**config.mk**
```make
export PLATFORM = sky130hd
export DESIGN_NAME = wishbone_periph_mailbox_flat
export DESIGN_NICKNAME = d
export VERILOG_FILES = /design/src/rtl/wishbone_periph_mailbox_pkg.sv /design/src/rtl/wishbone_periph_mailbox_if.sv /design/src/rtl/wishbone_periph_mailbox_sync_fifo.sv /design/src/rtl/wishbone_periph_mailbox.sv /design/src/flat_wrapper.sv
export SDC_FILE = /design/constraint.sdc
export NUM_CORES = 1
export LEC_CHECK = 0
export CAP_MARGIN = 20
export CORE_UTILIZATION = 35
export CTS_CLUSTER_DIAMETER = 40
export DETAILED_ROUTE_END_ITERATION = 7
export SYNTH_ARGS = -nofsm -noshare
export SYNTH_HDL_FRONTEND = slang
export SYNTH_SLANG_ARGS = --single-unit
export TNS_END_PERCENT = 20
```
**constraint.sdc**
```tcl
create_clock -name clk_i -period 6.4 [get_ports clk_i]
set_input_delay 1.28 -clock clk_i [delete_from_list [all_inputs] [get_ports clk_i]]
set_output_delay 1.28 -clock clk_i [all_outputs]
set_load 0.005 [all_outputs]
```
**src/rtl/wishbone_periph_mailbox_pkg.sv**
```systemverilog
// Shared types for the Wishbone peripheral mailbox.
//   mailbox_state_t : bus-side transfer FSM state (IDLE / WAIT / ACK)
//   lvl_width()     : width of an occupancy counter able to hold 0..depth
package wishbone_pkg;

  typedef enum logic [1:0] {
    IDLE = 2'd0,
    WAIT = 2'd1,
    ACK  = 2'd2
  } mailbox_state_t;

  function automatic int unsigned lvl_width(input int unsigned depth);
    return $clog2(depth) + 1;
  endfunction

endpackage

```
**src/rtl/wishbone_periph_mailbox_if.sv**
```systemverilog
// Wishbone B4 classic bus bundle between a cycle controller (master) and the
// mailbox responder (slave). Signal names are from the responder's viewpoint.
//   cyc_i, stb_i, we_i, dat_i : controller -> mailbox
//   dat_o, ack_o              : mailbox -> controller
interface wishbone_periph_mailbox_if #(
  parameter int unsigned DAT_WIDTH = 8
);

  logic                 cyc_i;
  logic                 stb_i;
  logic                 we_i;
  logic [DAT_WIDTH-1:0] dat_i;
  logic [DAT_WIDTH-1:0] dat_o;
  logic                 ack_o;

  modport master (
    output cyc_i, stb_i, we_i, dat_i,
    input  dat_o, ack_o
  );

  modport slave (
    input  cyc_i, stb_i, we_i, dat_i,
    output dat_o, ack_o
  );

endinterface

```
**src/rtl/wishbone_periph_mailbox_sync_fifo.sv**
```systemverilog
// Synchronous FIFO with first-word-fall-through head.
//   clk_i, rst_i : clock, synchronous active-high reset
//   push_i/din_i : write request and data (ignored when full unless popping)
//   pop_i        : read request (ignored when empty)
//   dout_o       : current head word, valid while !empty_o
//   full_o, empty_o, level_o : occupancy status, level 0..DEPTH
module sync_fifo
  import wishbone_pkg::*;
#(
  parameter int unsigned WIDTH = 8,
  parameter int unsigned DEPTH = 4
) (
  input  logic                   clk_i,
  input  logic                   rst_i,
  input  logic                   push_i,
  input  logic [WIDTH-1:0]       din_i,
  input  logic                   pop_i,
  output logic [WIDTH-1:0]       dout_o,
  output logic                   full_o,
  output logic                   empty_o,
  output logic [$clog2(DEPTH):0] level_o
);

  localparam int unsigned AW = $clog2(DEPTH);
  localparam int unsigned LW = lvl_width(DEPTH);

  logic [WIDTH-1:0] mem_q [DEPTH];
  logic [AW-1:0]    wr_ptr_q, wr_ptr_d;
  logic [AW-1:0]    rd_ptr_q, rd_ptr_d;
  logic [LW-1:0]    level_q, level_d;
  logic             push_ok_c;
  logic             pop_ok_c;

  assign full_o  = (level_q == LW'(DEPTH));
  assign empty_o = (level_q == '0);
  assign dout_o  = mem_q[rd_ptr_q];
  assign level_o = level_q;

  // A push into a full FIFO is accepted when a pop frees the slot on the same edge.
  assign pop_ok_c  = pop_i && !empty_o;
  assign push_ok_c = push_i && (!full_o || pop_ok_c);

  // Pointer and occupancy update; DEPTH is a power of two so pointers wrap naturally.
  always_comb begin
    wr_ptr_d = wr_ptr_q;
    rd_ptr_d = rd_ptr_q;
    level_d  = level_q;
    if (push_ok_c) wr_ptr_d = wr_ptr_q + AW'(1);
    if (pop_ok_c)  rd_ptr_d = rd_ptr_q + AW'(1);
    if (push_ok_c && !pop_ok_c)      level_d = level_q + LW'(1);
    else if (!push_ok_c && pop_ok_c) level_d = level_q - LW'(1);
  end

  always_ff @(posedge clk_i) begin
    if (rst_i) begin
      wr_ptr_q <= '0;
      rd_ptr_q <= '0;
      level_q  <= '0;
      for (int i = 0; i < int'(DEPTH); i++) mem_q[i] <= '0;
    end else begin
      wr_ptr_q <= wr_ptr_d;
      rd_ptr_q <= rd_ptr_d;
      level_q  <= level_d;
      if (push_ok_c) mem_q[wr_ptr_q] <= din_i;
    end
  end

endmodule

```
**src/rtl/wishbone_periph_mailbox.sv**
```systemverilog
// Wishbone B4 classic single-cycle mailbox responder. Bus writes push into a
// TX FIFO drained by local logic; bus reads pop an RX FIFO filled by local logic.
//   clk_i, rst_i         : clock, synchronous active-high reset
//   wb (slave modport)   : cyc_i, stb_i, we_i, dat_i in; dat_o, ack_o out (registered)
//   tx_data/tx_valid/tx_ready : TX FIFO head, local pop handshake
//   rx_data/rx_valid/rx_ready : RX FIFO push handshake
//   tx_level, rx_level   : FIFO occupancy 0..DEPTH
// Build option WB_MAILBOX_NONBLOCK_EN: no wait states; writes to a full TX are
// dropped, reads of an empty RX return 0, and sticky overflow_o/underflow_o
// record those events until reset.
module wishbone_periph_mailbox
  import wishbone_pkg::*;
#(
  parameter int unsigned DAT_WIDTH = 8,
  parameter int unsigned DEPTH     = 4
) (
  input  logic                     clk_i,
  input  logic                     rst_i,
  wishbone_periph_mailbox_if.slave wb,
  output logic [DAT_WIDTH-1:0]     tx_data,
  output logic                     tx_valid,
  input  logic                     tx_ready,
  input  logic [DAT_WIDTH-1:0]     rx_data,
  input  logic                     rx_valid,
  output logic                     rx_ready,
  output logic [$clog2(DEPTH):0]   tx_level,
  output logic [$clog2(DEPTH):0]   rx_level
`ifdef WB_MAILBOX_NONBLOCK_EN
  ,
  output logic                     overflow_o,
  output logic                     underflow_o
`endif
);

  mailbox_state_t       state_q, state_d;
  logic                 ack_q, ack_d;
  logic [DAT_WIDTH-1:0] dat_q, dat_d;

  logic                 req_c;
  logic                 go_ack_c;
  logic                 tx_push_c, tx_pop_c, tx_full_c, tx_empty_c;
  logic                 rx_push_c, rx_pop_c, rx_full_c, rx_empty_c;
  logic [DAT_WIDTH-1:0] rx_head_c;

`ifdef WB_MAILBOX_NONBLOCK_EN
  logic                 overflow_q, overflow_d;
  logic                 underflow_q, underflow_d;
`else
  logic                 can_complete_c;
`endif

  assign req_c     = wb.cyc_i && wb.stb_i;
  assign tx_valid  = !tx_empty_c;
  assign tx_pop_c  = tx_valid && tx_ready;
  assign rx_ready  = !rx_full_c;
  assign rx_push_c = rx_valid && rx_ready;

  assign wb.ack_o  = ack_q;
  assign wb.dat_o  = dat_q;

`ifdef WB_MAILBOX_NONBLOCK_EN
  assign overflow_o  = overflow_q;
  assign underflow_o = underflow_q;
`else
  // Decided on pre-edge occupancy: a same-cycle local pop does not unblock a write.
  assign can_complete_c = wb.we_i ? !tx_full_c : !rx_empty_c;
`endif

  sync_fifo #(
    .WIDTH (DAT_WIDTH),
    .DEPTH (DEPTH)
  ) u_tx_fifo (
    .clk_i   (clk_i),
    .rst_i   (rst_i),
    .push_i  (tx_push_c),
    .din_i   (wb.dat_i),
    .pop_i   (tx_pop_c),
    .dout_o  (tx_data),
    .full_o  (tx_full_c),
    .empty_o (tx_empty_c),
    .level_o (tx_level)
  );

  sync_fifo #(
    .WIDTH (DAT_WIDTH),
    .DEPTH (DEPTH)
  ) u_rx_fifo (
    .clk_i   (clk_i),
    .rst_i   (rst_i),
    .push_i  (rx_push_c),
    .din_i   (rx_data),
    .pop_i   (rx_pop_c),
    .dout_o  (rx_head_c),
    .full_o  (rx_full_c),
    .empty_o (rx_empty_c),
    .level_o (rx_level)
  );

  // State register; reset discards any pending transfer.
  always_ff @(posedge clk_i) begin
    if (rst_i) state_q <= IDLE;
    else       state_q <= state_d;
  end

  // Next state. ACK always returns to IDLE, so acks are at least two cycles apart.
  always_comb begin
    state_d = state_q;
    unique case (state_q)
`ifdef WB_MAILBOX_NONBLOCK_EN
      IDLE: if (req_c) state_d = ACK;
      WAIT: state_d = IDLE;
      ACK:  state_d = IDLE;
`else
      IDLE: begin
        if (req_c) state_d = can_complete_c ? ACK : WAIT;
      end
      WAIT: begin
        if (!req_c)              state_d = IDLE;
        else if (can_complete_c) state_d = ACK;
      end
      ACK:  state_d = IDLE;
`endif
      default: state_d = IDLE;
    endcase
  end

  // Transfer strobes and next values of the registered bus outputs.
  always_comb begin
    go_ack_c  = 1'b0;
    tx_push_c = 1'b0;
    rx_pop_c  = 1'b0;
`ifdef WB_MAILBOX_NONBLOCK_EN
    overflow_d  = overflow_q;
    underflow_d = underflow_q;
    go_ack_c    = (state_q == IDLE) && req_c;
    tx_push_c   = go_ack_c && wb.we_i && !tx_full_c;
    rx_pop_c    = go_ack_c && !wb.we_i && !rx_empty_c;
    if (go_ack_c && wb.we_i && tx_full_c)   overflow_d  = 1'b1;
    if (go_ack_c && !wb.we_i && rx_empty_c) underflow_d = 1'b1;
`else
    go_ack_c  = (state_q != ACK) && req_c && can_complete_c;
    tx_push_c = go_ack_c && wb.we_i;
    rx_pop_c  = go_ack_c && !wb.we_i;
`endif
    ack_d = go_ack_c;
    dat_d = rx_pop_c ? rx_head_c : '0;
  end

  always_ff @(posedge clk_i) begin
    if (rst_i) begin
      ack_q <= 1'b0;
      dat_q <= '0;
    end else begin
      ack_q <= ack_d;
      dat_q <= dat_d;
    end
  end

`ifdef WB_MAILBOX_NONBLOCK_EN
  // Sticky error flags, cleared only by reset.
  always_ff @(posedge clk_i) begin
    if (rst_i) begin
      overflow_q  <= 1'b0;
      underflow_q <= 1'b0;
    end else begin
      overflow_q  <= overflow_d;
      underflow_q <= underflow_d;
    end
  end
`endif

endmodule
```
**src/flat_wrapper.sv**
```systemverilog
// flat-port wrapper written by rule: the top's interface ports become plain ports
module wishbone_periph_mailbox_flat import wishbone_pkg::*;
#(
  parameter int unsigned DAT_WIDTH = 8,
  parameter int unsigned DEPTH     = 4
)
  (clk_i, rst_i, tx_data, tx_valid, tx_ready, rx_data, rx_valid, rx_ready, tx_level, rx_level, wb_cyc_i, wb_stb_i, wb_we_i, wb_dat_i, wb_dat_o, wb_ack_o);
  wishbone_periph_mailbox_if #(.DAT_WIDTH(DAT_WIDTH)) wb_i ();
  input  logic clk_i;
  input  logic rst_i;
  output logic [DAT_WIDTH-1:0] tx_data;
  output logic tx_valid;
  input  logic tx_ready;
  input  logic [DAT_WIDTH-1:0] rx_data;
  input  logic rx_valid;
  output logic rx_ready;
  output logic [$clog2(DEPTH):0] tx_level;
  output logic [$clog2(DEPTH):0] rx_level;
  input wire logic [$bits(wb_i.cyc_i)-1:0] wb_cyc_i;
  input wire logic [$bits(wb_i.stb_i)-1:0] wb_stb_i;
  input wire logic [$bits(wb_i.we_i)-1:0] wb_we_i;
  input wire logic [$bits(wb_i.dat_i)-1:0] wb_dat_i;
  output wire logic [$bits(wb_i.dat_o)-1:0] wb_dat_o;
  output wire logic [$bits(wb_i.ack_o)-1:0] wb_ack_o;
  assign wb_i.cyc_i = wb_cyc_i;
  assign wb_i.stb_i = wb_stb_i;
  assign wb_i.we_i = wb_we_i;
  assign wb_i.dat_i = wb_dat_i;
  assign wb_dat_o = wb_i.dat_o;
  assign wb_ack_o = wb_i.ack_o;
  wishbone_periph_mailbox #(.DAT_WIDTH(DAT_WIDTH), .DEPTH(DEPTH)) u_core (.clk_i(clk_i), .rst_i(rst_i), .wb(wb_i), .tx_data(tx_data), .tx_valid(tx_valid), .tx_ready(tx_ready), .rx_data(rx_data), .rx_valid(rx_valid), .rx_ready(rx_ready), .tx_level(tx_level), .rx_level(rx_level));
endmodule
```
## Yosys cells after proc, flatten, opt, wreduce, memory -nomap -nowiden

Memory sizes are Yosys's and may differ from the RTL's. A register that Yosys moved wholly into a read port is not among the register bits.
Cells that the tools add are included.

| storage, ports and cells | value |
|---|---|
| register bits | 17 |
| memory bits (writable) | 64 |
| output and inout port bits | 25 |
| word-level logic and storage cells | 86 |
| memories | 2 |

| operators by class | value |
|---|---|
| $add $sub $neg | 8 |
| equal/unequal tests | 6 |
| multiplexer cells | 26 |
| bitwise operators | 1 |
| reduce and logical (&&, ||, !) cells | 35 |

Memory list:

| name | words | bits a word | rd ports | clocked after Yosys merged registers in | wr ports | line | source |
|---|---|---|---|---|---|---|---|
| u_core.u_rx_fifo.mem_q | 4 | 8 | 1 | 1 | 4 | wishbone_periph_mailbox_sync_fifo.sv:27 | `logic [WIDTH-1:0] mem_q [DEPTH];` |
| u_core.u_tx_fifo.mem_q | 4 | 8 | 1 | 1 | 4 | wishbone_periph_mailbox_sync_fifo.sv:27 |  |

Operators with widths:

| kind | count |
|---|---|
| $mux W2 | 8 |
| $mux W8 | 2 |
| $reduce_or A8 Y1 | 2 |
| $logic_and A1 B1 Y1 | 15 |
| $mux W3 | 4 |
| $mux W1 | 11 |
| $logic_not A1 Y1 | 9 |
| $add A2 B1 Y2 const B | 4 |
| $add A3 B1 Y3 const B | 2 |
| $eq A3 B3 Y1 const B | 2 |
| $logic_not A3 Y1 | 2 |
| $sub A3 B1 Y3 const B | 2 |
| $pmux W2 S2 | 1 |
| $reduce_bool A2 Y1 | 2 |
| $ne A3 B3 Y1 const B | 1 |
| $eq A2 B1 Y1 const B | 1 |
| $logic_not A2 Y1 | 1 |
| $logic_or A1 B1 Y1 | 2 |
| $ne A2 B1 Y1 const B | 1 |
| $ne A2 B2 Y1 const B | 1 |
| $reduce_and A2 Y1 | 1 |
| $reduce_or A2 Y1 | 1 |
| $not A1 Y1 | 1 |

## Longest topological paths before layout

Gate-level depths: netlist (run 1).

| depth | value |
|---|---|
| word-level depth | 13 |
| mapped depth | 10 |
| depth with buffers taken out | 9 |

## Hierarchy

A second synthesis (run 1) with hierarchy kept.

| second synthesis, totals | value |
|---|---|
| cells, all modules | 294 |
| area total of the unflattened synthesis | 4197.8 um^2 |

By module, submodules not included:

| module | instances | cells each | area an instance (um^2) | seq. area each (um^2) |
|---|---|---|---|---|
| sync_fifo | 2 | 125 | 1838.0 | 1141.1 |
| wishbone_periph_mailbox | 1 | 44 | 521.8 | 220.2 |

## Worst setup path before layout (run 1)

No wires, ideal clock.

| timing path | value |
|---|---|
| kind | input-to-reg |
| start point | input port wb_cyc_i |
| end point | register u_core.u_tx_fifo.level_q[2] (netlist: u_core.u_tx_fifo.level_o[2]) |
| data arrival time | 3285 ps |
| data required time | 6330 ps |
| slack | 3046 ps |
| stages on the path | 10 |
| path buffers | 1 |
| cell sequence | nand2_1 > or4_1 > buf_6 > inv_2 > ha_1 > inv_1 > fa_1 > xor2_1 > or3_1 > a21oi_1 |

| on the way | value |
|---|---|
| word-level cells in the longest chain between the ends | 8 |
| elaborated cells between the ends (all ways) | 10 |

Ends and longest elaborated chain:

| item | line | source |
|---|---|---|
| start, declared | flat_wrapper.sv:19 | `input wire logic [$bits(wb_i.cyc_i)-1:0] wb_cyc_i;` |
| $logic_and A1 B1 Y1 * | wishbone_periph_mailbox.sv:52 | `assign req_c = wb.cyc_i && wb.stb_i;` |
| $logic_and A1 B1 Y1 * (2 in a row) | wishbone_periph_mailbox.sv:141 | `go_ack_c = (state_q != ACK) && req_c && can_complete_c;` |
| $logic_and A1 B1 Y1 * | wishbone_periph_mailbox.sv:142 | `tx_push_c = go_ack_c && wb.we_i;` |
| $logic_and A1 B1 Y1 * | wishbone_periph_mailbox_sync_fifo.sv:41 | `assign push_ok_c = push_i && (!full_o \|\| pop_ok_c);` |
| net u_core.u_tx_fifo.push_ok_c | wishbone_periph_mailbox_sync_fifo.sv:31 | `logic push_ok_c;` |
| $logic_not A1 Y1 | wishbone_periph_mailbox_sync_fifo.sv:51 | `else if (!push_ok_c && pop_ok_c) level_d = level_q - LW'(1);` |
| $logic_and A1 B1 Y1 | wishbone_periph_mailbox_sync_fifo.sv:51 |  |
| $reduce_bool A2 Y1 (no line) | -- |  |
| end signal, assigned | wishbone_periph_mailbox_sync_fifo.sv:63 | `level_q <= level_d;` |
| end, declared | wishbone_periph_mailbox_sync_fifo.sv:30 | `logic [LW-1:0] level_q, level_d;` |

Mark *: on every way through the listed nets, which the timed path passes. The rest lies on a longest branch.
A chain may end at the register's enable or synchronous reset.

## Final worst setup path (run 1)

Same ends and word-level chain as after synthesis.

==> results_dict.tcl, run 1 <==
set metrics [dict create \
    hp-class "reg2reg" \
    row_count 38 \
    multi_input_area_um2 1459 \
    p_per_area_nw_per_um2 327.6 \
    finalCriticalPeriod_ps 3684 \
    synth_edf_count 64 \
    synth-simple-area-share_pct 19.22 \
    dpl_cell_area_um2 4616 \
    pwr-share-comb_pct 18.7 \
    place_inst 463 \
    ys.flop_type "edfxtp_1" \
    ys_types 43 \
    internal_power_mw 1.218 \
    arrival_ps 3950 \
    cts.sink_count 91 \
    maxSlewHeadroom_pct 37.64 \
    core-area_um2 11080 \
    netlist_area_um2 4055 \
    tightest_slew_ps 928.3 \
    drc 0 \
    r2r-start "u_core.u_tx_fifo.level_o[0]$_SDFFE_PP0P_" \
    syn_to_final_growth_pct 22.52 \
    leakage_nw 1.739 \
    fmax_ghz 0.2714 \
    regArea_um2 2462 \
    finClkSkew_ps 6.992 \
    antenna_found_initial 0 \
    syn_area_per_cell_um2 13.94 \
    netlist_top_cells_count "edfxtp_1, and2_1, dfxtp_1" \
    p_total_mw 1.628 \
    clockRootBuffer "clkbuf_16" \
    ant_nets 0 \
    grt_max_degree 51 \
    synth_compound_area_share_pct 2.900 \
    cts_buffers 9 \
    reg2reg_slack_ps 3770 \
    crit_required_ps 6660 \
    drive_gt1_share_pct 17.06 \
    fin_crit_sh_pct 57.56 \
    pwr-share-clk_pct 35.3 \
    synth_top_family_by_area "simple AND/OR/NAND/NOR gates" \
    drtPass1Iterations 5 \
    via_per_inst 4.975 \
    clock_path_buffers 2 \
    setup_violations 0 \
    hold_end "u_core.state_q[1]$_SDFFE_PP0P_" \
    globalRouteTotalUtil_pct 14.19 \
    start_util_pct 36.60 \
    fill_cells 1002 \
    die_w_um 109.6 \
    synth-xor-area-share_pct 1.296 \
    cts_hold_buffers 0 \
    whs_ps 452.1 \
    syn_nets 318 \
    rsz0062_at_grt "false" \
    stdcell_area_um2 4969 \
    worstSetupPathType "in2reg" \
    ioPinCount 48 \
    gp_congestion 0.7033 \
    syn_inst 291 \
    cts_tree "done" \
    crit_fanout 7 \
    finalHoldViolations 0 \
    ir_worst_vdd_mv 0.1522 \
    grt_pass1_vias 2462 \
    cts_setup_buffers 0 \
    hp-start "u_core.state_q[1]$_SDFFE_PP0P_" \
    synth-async-reset-ratio_pct 0 \
    synth_top_area_share_pct 47.39 \
    wirelength_um 7826 \
    fin_cells 480 \
    synth-seq-cells 91 \
    status "finished clean" \
    vias 2388 \
    finalMaxSlewViolations 0 \
    dp_hpwl_um 5257 \
    synth_warnings 0 \
    p_sw_share_pct 25.18 \
    r2r-end "u_core.u_tx_fifo.level_o[2]$_SDFFE_PP0P_" \
    die_area_um2 12020 \
    fin_tns_setup_ps 0 \
    grt_pass1_wl_um 12700 \
    seqPwrFrac_pct 46.1 \
    htree_num_levels 3 \
    portBuffers 47 \
    cts.clk_slew.worst_paths_ps 60 \
    seq_area_frac_synth_pct 60.72 \
    worstSetupEndpointType "flip-flop" \
    n_antenna_cell 0 \
    reg2reg_depth 9 \
    synthAdderAreaFrac_pct 1.604 \
    die_h_um 109.6 \
    clk-insertion-delay-late_ps 340 \
    max-cap-violations 0 \
    grt_overflow 0 \
    drtIter0Drc 54 \
    nets 362 \
    synthTopCellsByArea "edfxtp_1, dfxtp_1, mux4_2" \
    cts_resized 0 \
    yosysMostFrequentCell "edfxtp_1" \
    synth_mux_area_share_pct 10.95 \
    p_switching_mw 0.4100 \
    hold_depth 1 \
    wl_per_cell_um 16.30 \
    worstSetupStartpointType "input port" \
    synth_top_cell_by_area "edfxtp_1" \
]
[worst max path at each step]
stage | slack [ps] | end | startpoint
after floorplan | 3050 | u_core.u_tx_fifo.level_o[2]$_SDFFE_PP0P_ | wb_cyc_i
after global placement | 2040 | u_core.u_tx_fifo.level_o[2]$_SDFFE_PP0P_ | wb_cyc_i
after detailed placement | 1910 | u_core.u_tx_fifo.level_o[2]$_SDFFE_PP0P_ | wb_cyc_i
after CTS | 2270 | u_core.u_tx_fifo.level_o[2]$_SDFFE_PP0P_ | wb_cyc_i
after global routing | 2530 | u_core.u_tx_fifo.level_o[2]$_SDFFE_PP0P_ | wb_stb_i
final | 2720 | u_core.u_tx_fifo.level_o[2]$_SDFFE_PP0P_ | wb_cyc_i
[layout by cell type, fill, tap and decap left out, types with 2 or more instances in the layout]
cell type,instances
nor2b_1,5
nor3_1,16
inv_6,2
and2_1,32
mux2i_1,2
mux4_2,16
o21ai_0,3
ha_1,2
buf_4,3
fa_1,2
a21o_1,2
nor3b_1,9
or3_1,3
a21oi_1,3
mux2_4,2
dfxtp_1,27
o21bai_1,4
nor2_1,22
xor2_1,6
clkdlybuf4s50_1,47
nand2_1,2
clkbuf_16,9
bufinv_16,2
inv_1,5
inv_2,2
nor4b_1,2
clkinvlp_4,3
nor3_2,9
mux2_2,2
edfxtp_1,64
nor4_1,4
nand3_1,2
or4_1,3
nand2b_1,11
a31o_2,3
[logic make-up after synthesis]
kind of cell    after synthesis
compound gates               17
buf+inv                      25
xor+xnor                      6
mux                          23
fa+ha+maj                     4
simple gates                125
flops                        91
[critical path, cell delays in order]
cell,delay [ps]
clkdlybuf4s50_1,460
nand2_1,130
or4_1,710
inv_2,140
ha_1,180
inv_1,60
fa_1,380
xor2_1,170
or3_1,300
a21oi_1,140
[stage by stage]
stage                     util (%)  worst slack (ps)
after floorplan                  -              3046
after global placement       41.66              2035
after detailed placement     41.66              1908
after CTS                    44.60              2266
after global routing         44.85              2528
final                        44.85              2716
[flip-flops by register name, indices dropped and copies added (netlist names), named ones only]
register	flops
u_core.u_tx_fifo.mem_q	32
u_core.u_rx_fifo.level_o	3
u_core.u_rx_fifo.rd_ptr_q	2
u_core.u_tx_fifo.level_o	3
u_core.u_rx_fifo.mem_q	32
u_core.wb.ack_o	1
u_core.wb.dat_o	8
u_core.u_tx_fifo.wr_ptr_q	2
u_core.u_rx_fifo.wr_ptr_q	2
u_core.state_q	2
u_core.u_tx_fifo.rd_ptr_q	2
[cell type report]
| cell class | instances | share of cell area (%) |
|---|---|---|
| Timing Repair Buffer | 51 | 10.48 |
| Inverter | 7 | 0.5288 |
| Sequential cell | 91 | 49.56 |
| Tap cell | 140 | 3.526 |
| Multi-Input combinational cell | 175 | 29.36 |
| Clock buffer | 9 | 4.533 |
| Clock inverter | 7 | 2.015 |
[power groups by stage]
stage / registers [mW] / logic [mW] / clock network, mW
after floorplan: 0.739 / 0.200 / 0
after global placement: 0.761 / 0.296 / 0
after detailed placement: 0.766 / 0.305 / 0
after CTS: 0.753 / 0.306 / 0.585
after global routing: 0.761 / 0.335 / 0.604
final: 0.750 / 0.304 / 0.574
[per-layer routing]
metal	part of all wire, %	vias to the layer above	wire [um]	GRT usage (%)
met5	0	-	0	0
met4	0.87	0	68	4.286
met3	3.8	7	301	3.023
met2	52	50	4036	25.11
met1	44	1173	3419	17.31
li1	-	1158	-	-
(Power assumes the default switching activity.)
==> run 2: changes to the inputs <==
Clock period 6.4 ns to 3.85 ns, I/O delays scaled along.
==> run 2 against run 1 <==
  * Register-to-register slack got worse by 2400 ps
  * Flip-flop and latch count unchanged
  * Total power increased by 57%
  * Combinational power increased by 68%
  * Hold slack about the same
  * Cell count increased by 1.3%
  * Count of clock-buffer cells in the layout increased by 2
  * Die area unchanged
  * Via count increased by 1.2%
  * Final area decreased by 0.73%
  * Sequential share of layout area increased by 0.36 points
  * Clock power increased by 40%
  * Highest routed layer unchanged
==> results_dict.tcl, run 2 (synthesis gave the netlist of run 1 again) <==
set metrics [dict create \
    die_h_um 109.6 \
    crit_buf_inv 3 \
    rsz0062_at_grt "false" \
    n_antenna_cell 0 \
    wirelength_um 8087 \
    grt_overflow 0 \
    finalCriticalPeriod_ps 2997 \
    worstSetupStartpointType "input port" \
    finalHoldViolations 0 \
    stdcell_area_um2 4932 \
    cts.clk_slew.worst_paths_ps 60 \
    most-common-layout-cells "edfxtp_1, clkdlybuf4s50_1, and2_1" \
    fin_crit_sh_pct 77.84 \
    place_inst 470 \
    cts.sink_count 91 \
    finalMaxSlewViolations 0 \
    worstSetupEndpointType "flip-flop" \
    arrival_ps 3280 \
    fin_tns_setup_ps 0 \
    worstSetupPathType "in2reg" \
    die_area_um2 12020 \
    drive_gt1_share_pct 17.63 \
    fmax_ghz 0.3337 \
    status "finished clean" \
    setup_violations 0 \
    cpPeakStageDelay_ps 570 \
    crit_required_ps 4130 \
    dp_hpwl_um 5418 \
    gp_congestion 0.6955 \
    finClkSkew_ps 8.044 \
    clockRootBuffer "clkbuf_16" \
    layout_commonest_cell "edfxtp_1" \
    cp_slowest_cell "or4_1" \
    fin_cells 486 \
    clock_path_buffers 2 \
    cts_setup_buffers 0 \
    portBuffers 47 \
    start_util_pct 36.60 \
    grt_pass1_wl_um 13150 \
    ioPinCount 48 \
    dpl_cell_area_um2 4668 \
    cts_resized 0 \
    hp-class "reg2reg" \
    via_per_inst 4.973 \
    vias 2417 \
    crit_chain "clkdlybuf4s50_1 -> nand2_1 -> or4_1 -> inv_2 -> ha_1 -> inv_1 -> fa_1 -> xor2_1 -> or3_1 -> a21oi_1" \
    drtPass1Iterations 4 \
    tightest_slew_ps 950.8 \
    wl_per_cell_um 16.64 \
    drc 0 \
    globalRouteTotalUtil_pct 15.33 \
    maxSlewHeadroom_pct 36.48 \
    nets 368 \
    p_per_area_nw_per_um2 518.8 \
    crit_family "simple AND/OR/NAND/NOR gates" \
    antenna_found_initial 0 \
    ant_nets 0 \
    multi_input_area_um2 1459 \
    cts_hold_buffers 0 \
    row_count 38 \
    ir_worst_vdd_mv 0.2350 \
    regArea_um2 2462 \
    cts_buffers 9 \
    max-cap-violations 0 \
    fill_cells 1041 \
    drtIter0Drc 78 \
    die_w_um 109.6 \
    htree_num_levels 3 \
    crit_fanout 7 \
    core-area_um2 11080 \
    clk-insertion-delay-late_ps 340 \
    grt_max_degree 27 \
    syn_to_final_growth_pct 21.63 \
    grt_pass1_vias 2514 \
    leakage_nw 1.729 \
    cts_tree "done" \
]
## run 2: cell type report
class | instances | share of cell area, %
Inverter | 7 | 0.5327
Clock buffer | 11 | 4.718
Tap cell | 140 | 3.551
Multi-Input combinational cell | 175 | 29.58
Timing Repair Buffer | 57 | 11.06
Sequential cell | 91 | 49.92
Clock inverter | 5 | 0.6342
## run 2: path summary, 6_finish.rpt
path / start / endpoint / slack (ps) / depth (start not counted)
worst max-delay path: wb_cyc_i / u_core.u_tx_fifo.level_o[2]$_SDFFE_PP0P_ / 850 / 10
worst max register to register: u_core.u_rx_fifo.level_o[0]$_SDFFE_PP0P_ / u_core.u_rx_fifo.level_o[2]$_SDFFE_PP0P_ / 1330 / 8
worst min register to register: u_core.state_q[1]$_SDFFE_PP0P_ / u_core.state_q[1]$_SDFFE_PP0P_ / 450 / 1
worst min-delay path: u_core.state_q[1]$_SDFFE_PP0P_ / u_core.state_q[1]$_SDFFE_PP0P_ / 450 / 1
## run 2: metrics by stage
stage	total power [mW]	hold slack (ps)	util, %	setup slack (ps)
after floorplan	1.562	421.6	-	1006
after global placement	1.770	430.8	42.14	573.0
after detailed placement	1.787	444.3	42.14	510.6
after CTS	2.583	453.4	44.52	861.7
after global routing	2.688	485.4	44.52	715.2
final	2.559	452.5	44.52	853.1
## run 2: where the power goes
| part | internal (mW) | total, mW | switching, mW |
|---|---|---|---|
| clock | 0.435 | 0.801 | 0.366 |
| combinational | 0.296 | 0.510 | 0.214 |
| sequential | 1.16 | 1.25 | 0.0919 |
## run 2: metal layers
| layer | vias up | wire length, um | global-route usage [%] |
|---|---|---|---|
| met1 | 1174 | 3632 | 19.64 |
| met4 | 0 | 101 | 6.667 |
| met3 | 11 | 402 | 3.438 |
| met5 | - | 0 | 0 |
| met2 | 64 | 3950 | 24.93 |
| li1 | 1168 | - | - |
==> run 3: changes to the inputs <==
Clock period 3.85 ns to 3 ns, I/O delays scaled along.
==> run 3 against run 2 <==
  * Setup slack worse by 570 ps
  * Die area unchanged
  * Clock power up 41%
  * Sequential share of layout area down 0.97 points
  * Final area up 2.0%
  * Critical path depth unchanged
  * Largest power group unchanged
  * Largest cell class unchanged
  * Critical path type unchanged
==> results_dict.tcl, run 3 (synthesis gave the netlist of run 1 again) <==
set metrics [dict create \
    hp-class "reg2reg" \
    reg2reg_slack_ps 570 \
    ant_nets 0 \
    via_per_inst 4.953 \
    rsz0062_at_grt "false" \
    cp_slowest_cell "or4_1" \
    fin_cells 492 \
    cts_buffers 9 \
    layout_commonest_cell "edfxtp_1" \
    htree_num_levels 3 \
    cpPeakStageDelay_ps 560 \
    grt_pass1_wl_um 12610 \
    grt_max_degree 47 \
    cts.sink_count 91 \
    place_inst 476 \
    die_area_um2 12020 \
    drive_gt1_share_pct 19.60 \
    portBuffers 47 \
    nets 374 \
    worstSetupPathType "in2reg" \
    n_antenna_cell 0 \
    final_util_pct 45.40 \
    grt_overflow 0 \
    p_total_mw 3.393 \
    ioPinCount 48 \
    cts_tree "done" \
    die_w_um 109.6 \
    drtIter0Drc 66 \
    crit_chain "clkdlybuf4s50_1 -> inv_1 -> or4_1 -> inv_2 -> ha_1 -> inv_1 -> fa_1 -> xor2_1 -> or3_1 -> a21oi_1" \
    drc 0 \
    clockRootBuffer "clkbuf_16" \
    leakage_nw 1.793 \
    cts_hold_buffers 0 \
    fmax_ghz 0.3676 \
    arrival_ps 2980 \
    finalMaxSlewViolations 0 \
    grt_pass1_vias 2527 \
    maxSlewHeadroom_pct 36.07 \
    drtPass1Iterations 4 \
    globalRouteTotalUtil_pct 14.36 \
    syn_to_final_growth_pct 24.04 \
    cts_setup_buffers 0 \
    whs_ps 463.6 \
    crit_required_ps 3260 \
    max-cap-violations 0 \
    most-common-layout-cells "edfxtp_1, clkdlybuf4s50_1, and2_1" \
    wl_per_cell_um 16.16 \
    die_h_um 109.6 \
    startpoint "wb_we_i" \
    tightest_slew_ps 957.0 \
    fin_crit_sh_pct 90.69 \
    critPathMostFrequentCell "inv_1" \
    cts.clk_slew.worst_paths_ps 60 \
    worstSetupEndpointType "flip-flop" \
    finalHoldViolations 0 \
    worstSetupStartpointType "input port" \
    clock_path_buffers 2 \
    dp_hpwl_um 5249 \
    crit_fanout 2 \
    antenna_found_initial 0 \
    clk-insertion-delay-late_ps 330 \
    r2r-start "u_core.u_tx_fifo.level_o[0]$_SDFFE_PP0P_" \
    p_per_area_nw_per_um2 674.7 \
    core-area_um2 11080 \
    vias 2437 \
    finalCriticalPeriod_ps 2721 \
    hp-start "u_core.state_q[1]$_SDFFE_PP0P_" \
    fin_tns_setup_ps 0 \
    status "finished clean" \
    setup_violations 0 \
    ir_worst_vdd_mv 0.3739 \
    finClkSkew_ps 8.771 \
    gp_congestion 0.7144 \
    row_count 38 \
    cts_resized 0 \
    wirelength_um 7950 \
    start_util_pct 36.60 \
]
[run 3: changes by cell type in the layout (fill, tap and decap cells not counted)]
cell,delta
buf_12,+1
buf_4,+5
bufinv_16,+1
clkbuf_1,-2
clkbuf_8,+1
clkinv_4,+3
clkinvlp_4,-3
[run 3: where the power goes]
| part | internal [mW] | switching [mW] | total (mW) |
|---|---|---|---|
| Sequential | 1.48 | 0.119 | 1.60 |
| Clock | 0.668 | 0.457 | 1.13 |
| Combinational | 0.389 | 0.275 | 0.664 |
| Total | 2.54 | 0.852 | 3.39 |
[run 3: routing by layer]
layer  routed length [um]  track usage [%]
met2                 4178            26.46
met3                  271            2.667
met5                    0                0
met1                 3416            16.78
met4                   83            4.571
[run 3: final cells by class]
class / instances / area [um^2]
Clock buffer: 10 / 239.0
Clock inverter: 6 / 65.06
Fill cell: 1042 / 6048
Inverter: 7 / 26.28
Multi-Input combinational cell: 175 / 1459
Sequential cell: 91 / 2462
Tap cell: 140 / 175.2
Timing Repair Buffer: 63 / 603.1
[run 3: worst paths after layout]
check | cells past startpoint | to
min reg2reg | 1 | u_core.state_q[0]$_SDFFE_PP0P_
max reg2reg | 9 | u_core.u_tx_fifo.level_o[2]$_SDFFE_PP0P_
max | 10 | u_core.u_tx_fifo.level_o[2]$_SDFFE_PP0P_
min | 1 | u_core.state_q[0]$_SDFFE_PP0P_
[run 3: stage by stage]
step | worst slack, ps | instance area, um^2
after floorplan | 325.6 | 4055
after global placement | 9.240 | 4726
after detailed placement | -79.61 | 4726
after CTS | 272.8 | 5030
after global routing | 205.4 | 5030
final | 279.3 | 5030
[run 3: critical path: cells and delay by family]
| family | cells | cell delay (ps) |
|---|---|---|
| xor+xnor | 1 | 180 |
| compound gates | 1 | 150 |
| fa+ha+maj | 2 | 530 |
| buf+inv | 4 | 660 |
| simple gates | 2 | 860 |
